==> src/rtl/id_scoreboard.sv <==
// Pending-writer scoreboard for ID: per-register writer counts and load-busy flags drive stall/pending/back-pressure.
// Optional macro SCOREBOARD_STATS_EN adds a 32-bit stall cycle counter (stall_cnt_o).
module id_scoreboard #(
  parameter int REG_NUM = 32,
  parameter int IDX_W   = 5,
  parameter int CNT_W   = 2
) (
  input  logic             clk,
  input  logic             rst,
  input  logic             issue_valid_i,
  input  logic             issue_rd_wen_i,
  input  logic             issue_is_load_i,
  input  logic [IDX_W-1:0] issue_rd_index_i,
  output logic             issue_ready_o,
  input  logic             load_data_valid_i,
  input  logic [IDX_W-1:0] load_data_index_i,
  input  logic             retire_valid_i,
  input  logic [IDX_W-1:0] retire_index_i,
  input  logic             flush_i,
  input  logic [IDX_W-1:0] id_rs1_index_i,
  input  logic [IDX_W-1:0] id_rs2_index_i,
  input  logic             id_rs1_used_i,
  input  logic             id_rs2_used_i,
  output logic             id_stall_o,
  output logic             rs1_pending_o,
  output logic             rs2_pending_o
`ifdef SCOREBOARD_STATS_EN
  ,
  output logic [31:0]      stall_cnt_o
`endif
);

  localparam logic [CNT_W-1:0] CNT_MAX = '1;

  logic [CNT_W-1:0]   cnt [1:REG_NUM-1];
  logic [REG_NUM-1:1] ld_busy;

  logic               rd_nz;
  logic               rd_at_max;
  logic               rd_retiring;
  logic               issue_acc;
  logic               rs1_nz_cnt, rs2_nz_cnt, rs1_ld, rs2_ld;
  logic [REG_NUM-1:1] inc_vec, dec_vec, ldclr_vec;

  assign rd_nz       = (issue_rd_index_i != '0);
  assign rd_retiring = retire_valid_i && (retire_index_i == issue_rd_index_i);

  always_comb begin
    rd_at_max  = 1'b0;
    rs1_nz_cnt = 1'b0;
    rs2_nz_cnt = 1'b0;
    rs1_ld     = 1'b0;
    rs2_ld     = 1'b0;
    for (int r = 1; r < REG_NUM; r++) begin
      if (issue_rd_index_i == IDX_W'(r)) rd_at_max = (cnt[r] == CNT_MAX);
      if (id_rs1_index_i == IDX_W'(r)) begin
        rs1_nz_cnt = (cnt[r] != '0);
        rs1_ld     = ld_busy[r];
      end
      if (id_rs2_index_i == IDX_W'(r)) begin
        rs2_nz_cnt = (cnt[r] != '0);
        rs2_ld     = ld_busy[r];
      end
    end
  end

  // A same-cycle retire to rd frees a slot, so a full counter can still accept.
  assign issue_ready_o = ~(issue_valid_i & issue_rd_wen_i & rd_nz & rd_at_max & ~rd_retiring);
  assign issue_acc     = issue_valid_i & issue_rd_wen_i & issue_ready_o & rd_nz;

  always_comb begin
    inc_vec   = '0;
    dec_vec   = '0;
    ldclr_vec = '0;
    for (int r = 1; r < REG_NUM; r++) begin
      inc_vec[r]   = issue_acc && (issue_rd_index_i == IDX_W'(r));
      dec_vec[r]   = retire_valid_i && (retire_index_i == IDX_W'(r));
      ldclr_vec[r] = load_data_valid_i && (load_data_index_i == IDX_W'(r));
    end
  end

  always_ff @(posedge clk or posedge rst) begin
    if (rst) begin
      for (int r = 1; r < REG_NUM; r++) cnt[r] <= '0;
      ld_busy <= '0;
    end else if (flush_i) begin
      for (int r = 1; r < REG_NUM; r++) cnt[r] <= '0;
      ld_busy <= '0;
    end else begin
      for (int r = 1; r < REG_NUM; r++) begin
        if (inc_vec[r] && !dec_vec[r])
          cnt[r] <= cnt[r] + CNT_W'(1);
        else if (dec_vec[r] && !inc_vec[r] && (cnt[r] != '0))
          cnt[r] <= cnt[r] - CNT_W'(1);
        // Youngest writer decides forwardability, so issue beats load-data.
        if (inc_vec[r])
          ld_busy[r] <= issue_is_load_i;
        else if (ldclr_vec[r])
          ld_busy[r] <= 1'b0;
      end
    end
  end

  assign rs1_pending_o = (id_rs1_index_i != '0) & rs1_nz_cnt;
  assign rs2_pending_o = (id_rs2_index_i != '0) & rs2_nz_cnt;
  assign id_stall_o    = (id_rs1_used_i & (id_rs1_index_i != '0) & rs1_ld) |
                         (id_rs2_used_i & (id_rs2_index_i != '0) & rs2_ld);

`ifdef SCOREBOARD_STATS_EN
  always_ff @(posedge clk or posedge rst) begin
    if (rst)
      stall_cnt_o <= '0;
    else if (id_stall_o)
      stall_cnt_o <= stall_cnt_o + 32'd1;
  end
`endif

endmodule

==> config.mk <==
export PLATFORM = sky130hd
export DESIGN_NAME = id_scoreboard
export DESIGN_NICKNAME = d
export VERILOG_FILES = /design/src/rtl/id_scoreboard.sv
export SDC_FILE = /design/constraint.sdc
export NUM_CORES = 1
export LEC_CHECK = 0
export BUFFER_PORTS_ARGS = -buffer_cell sky130_fd_sc_hd__buf_2
export CAP_MARGIN = 20
export CORE_MARGIN = 1
export CORE_UTILIZATION = 55
export DETAILED_ROUTE_END_ITERATION = 10
export PLACE_DENSITY = 0.77
export SYNTH_ARGS = -nofsm -noshare
export SYNTH_HDL_FRONTEND = slang
export SYNTH_SLANG_ARGS = --single-unit
==> constraint.sdc <==
create_clock -name clk -period 4.5 [get_ports clk]
set_clock_uncertainty 0.15 [all_clocks]
set_input_delay 0.9 -clock clk [delete_from_list [all_inputs] [get_ports clk]]
set_output_delay 0.9 -clock clk [all_outputs]
set_load 0.005 [all_outputs]
==> key figures <==
Clock network
  • Reg clk slew, reported paths: around 0.06 ns
  • Post-cts sizing count: 0
  • H-tree Lvls: 3
  • CTS tree: built
  • Num CTS Buffers: 9
  • Clock root buffer: clkbuf_16
  • Clock tree buffer depth: 2
  • Hold Buf Count CTS: 0
  • Clk_lat worst skew: 0.36 ns
  • CTS sink cnt: 93
  • Post-CTS Setup Repair Bufs: 0

Power and ir drop
  • Worst vdd ir: 0.000223 V
  • Total design power: roughly 0.0019 W
  • PwrDens: around 230 nW/um2
  • Leakage: 3.11 nW

Critical path
  • R2r worst-path depth: 10
  • FF-to-FF End: cnt[15]
  • Startpoint types: input port
  • Worst EP arrival: approximately 3.1 ns
  • Nature of the critical path endpoint: primary output
  • Worst Setup SP: id_rs2_index_i[1]
  • Crit-path max FO: 15
  • Reg2reg start: cnt[61]
  • Worst R2R Setup Slack: 1.31 ns
  • Crit Path Class: in2out
  • Worst Setup EP: rs2_pending_o
  • Required @ worst endpoint: 3.45 ns

Placement
  • Post-Place Setup Slack: approximately 0.44 ns
  • Port buffer count: 38
  • Post-DP Area: a little under 8000 um2
  • Final Wtd Congestion: 0.979
  • DP HPWL: a little under 20 mm

Logic synthesis
  • Synthesized area: 7630 um2
  • Compound-Gate Fraction of Synth Area: 0.313
  • Main synth FF type: dfrtp_1
  • XOR/XNOR share of the synthesized area: 0.00688
  • Yosys reg bits: 93
  • Count leader, synth: a21oi_1
  • Post-synthesis mux area share: 0.0284
  • Ranking of synthesized cells by area: dfrtp_1 30%, a21oi_1 7.9%, o21ai_0 4.9%
  • Commonest cells in the netlist: 121 x a21oi_1, 98 x nand2_1, 97 x nor2_1
  • Yosys warnings: 0
  • Yosys top cell area share: 0.305
  • Yosys cell types: 79
  • Sequential area share after synthesis: 0.305
  • Syn Inst Count: 1021
  • Synthesized-area fraction occupied by adder cells: 0
  • Largest family of logic cells by synthesized area: compound AO/OA/AOI/OAI gates
  • Post-synthesis simple-gate area fraction: 0.306
  • Synth area leader: dfrtp_1
  • Post-synth EDFFs: 0
  • Syn avg cell area: 7.48 um2
  • Async SR Flop Fraction: 1.00
  • Synthesized Nets: 1056

GRT
  • GR Util All Layers: 0.378
  • First-pass GRT wire length: between 40 and 50 mm
  • GRT Max-Usage Layer: met2
  • Largest net degree at the start of global routing: 94
  • Antenna violations before repair: 0
  • Grt ovf: 0
  • M3 GR Usage: 0.0984
  • Met1 usage in global routing: 0.523
  • Routing usage on met2: 0.547
  • Vias in the first global route: around 7700

Cells and area
  • Syn-to-layout area delta: 7.24%
  • Final nets: 1060
  • Antenna Diode Count: 0
  • Finished Cell Area: 8190 um2
  • Share of cells above drive strength 1: 0.0990

STA
  • RSZ-0062 raised after global routing: no
  • Slew @ Worst Pin: ~1 ns
  • Crit share post-route: 0.919
  • Setup total negative slack: 0 ns
  • Max_slew headroom: 0.330
  • Max Freq: 242 MHz
  • Fin. max-slew vios: 0
  • Final hold vios: 0
  • Period minus WS final: 4.14 ns
  • Final WS setup: 0.363 ns
  • Final Setup Violations: 0

Floorplan
  • Die width: around 120 um
  • Num ports: 39
  • Die Y: 120 um
  • Core area: approximately 13000 um2
  • Initial Util: 0.570
  • Die area: 14400 um2
  • FP Rows: 42

Route
  • Vias per Instance: 7.08
  • Antenna viol nets, final: 0
  • Routed WL: about 26 mm
  • Initial DRC count: 1177
  • Drt wl/cell: 21.8 um
  • 1st-pass router iterations: 6
  • Total number of vias: 8536
  • DRC errors left: 0

Run
  • Max-Cap Viols: 0

Worst hold path
  • Hold Crit Class: reg2reg

Run status
  • Status: complete, no violations
## per-layer routing
layer / vias up / share of wire / wire length (um)
met5: - / 0 / 0
met4: 0 / 0.043 / 1130
met3: 101 / 0.12 / 3210
met2: 543 / 0.42 / 11000
met1: 4048 / 0.42 / 11000
li1: 3844 / - / -
## cells in the final DEF, fill, tap and decap left out, drive strengths merged, types with 6 or more instances in the layout
| master | netlist | routed |
|---|---|---|
| nand4 | 8 | 8 |
| nor2 | 97 | 97 |
| and2 | 22 | 22 |
| mux2 | 7 | 7 |
| mux2i | 7 | 7 |
| o311ai | 8 | 8 |
| nand2 | 98 | 98 |
| nand3b | 8 | 8 |
| buf | 23 | 58 |
| nor3b | 6 | 6 |
| o21a | 18 | 18 |
| a21oi | 122 | 122 |
| dfrtp | 93 | 93 |
| nand3 | 46 | 46 |
| a31oi | 16 | 16 |
| nand2b | 33 | 33 |
| and3 | 22 | 22 |
| a311oi | 7 | 7 |
| o22ai | 9 | 9 |
| inv | 6 | 6 |
| a22oi | 10 | 10 |
| or2 | 15 | 15 |
| o31ai | 10 | 10 |
| o21ai | 75 | 75 |
| o211ai | 15 | 15 |
| nor2b | 20 | 20 |
| nor3 | 53 | 53 |
| clkbuf | 42 | 11 |
| a211oi | 38 | 38 |
## worst min-delay path by stage
stage,startpoint,end,slack (ns),depth (start not counted)
finish,cnt[25],cnt[25],0.44,2
global route,cnt[25],cnt[25],0.45,2
CTS,cnt[25],cnt[25],0.44,2
detailed placement,cnt[49],cnt[49],0.43,2
global placement,ld_busy[11],ld_busy[11],0.42,2
floorplan,ld_busy[10],ld_busy[10],0.37,2
## sequential cells by signal, indices dropped and copies added (netlist names)
name     flops
cnt         62
ld_busy     31
## final cells by class
cell class              count  area (um2)
multi-input cells         856        4990
clock inverters             5        37.5
flip-flops and latches     93        2330
inverters                   7        28.8
fillers                  1260        5210
well taps                 176         220
repair buffers             58         353
clock buffers              11         233
## cells by family after synthesis
kind of cell    count (synthesis)
simple gates                  457
compound gates                376
flops                          93
buf+inv                        72
mux                            17
xor+xnor                        6
## power breakdown
| group | switching (W) | leakage (nW) | internal [W] | total (W) |
|---|---|---|---|---|
| Clock | 0.000334 | 0.126 | 0.000375 | 0.000710 |
| Sequential | 0.00000788 | 1.30 | 0.000840 | 0.000848 |
| Combinational | 0.000234 | 1.68 | 0.000101 | 0.000335 |
## critical path, cell delays in order
cell and delay, ns:
buf_2 0.18, nor3b_1 0.17, o32a_1 0.34, a221oi_1 0.32, o211ai_1 0.15, a21oi_1 0.20, o21ai_0 0.14, a22oi_1 0.24
o22ai_1 0.12, a22oi_1 0.19, buf_2 0.15
## stage by stage
| stage | hold WS (ns) | util | instances |
|---|---|---|---|
| 3_3_place_gp | 0.421 | 0.591 | 1190 |
| 6_report | 0.443 | 0.611 | 1206 |
| 3_5_place_dp | 0.435 | 0.591 | 1190 |
| 5_1_grt | 0.454 | 0.611 | 1206 |
| 2_1_floorplan | 0.371 | - | 1021 |
| 4_1_cts | 0.443 | 0.611 | 1206 |
Power figures use the tool's default switching activity.
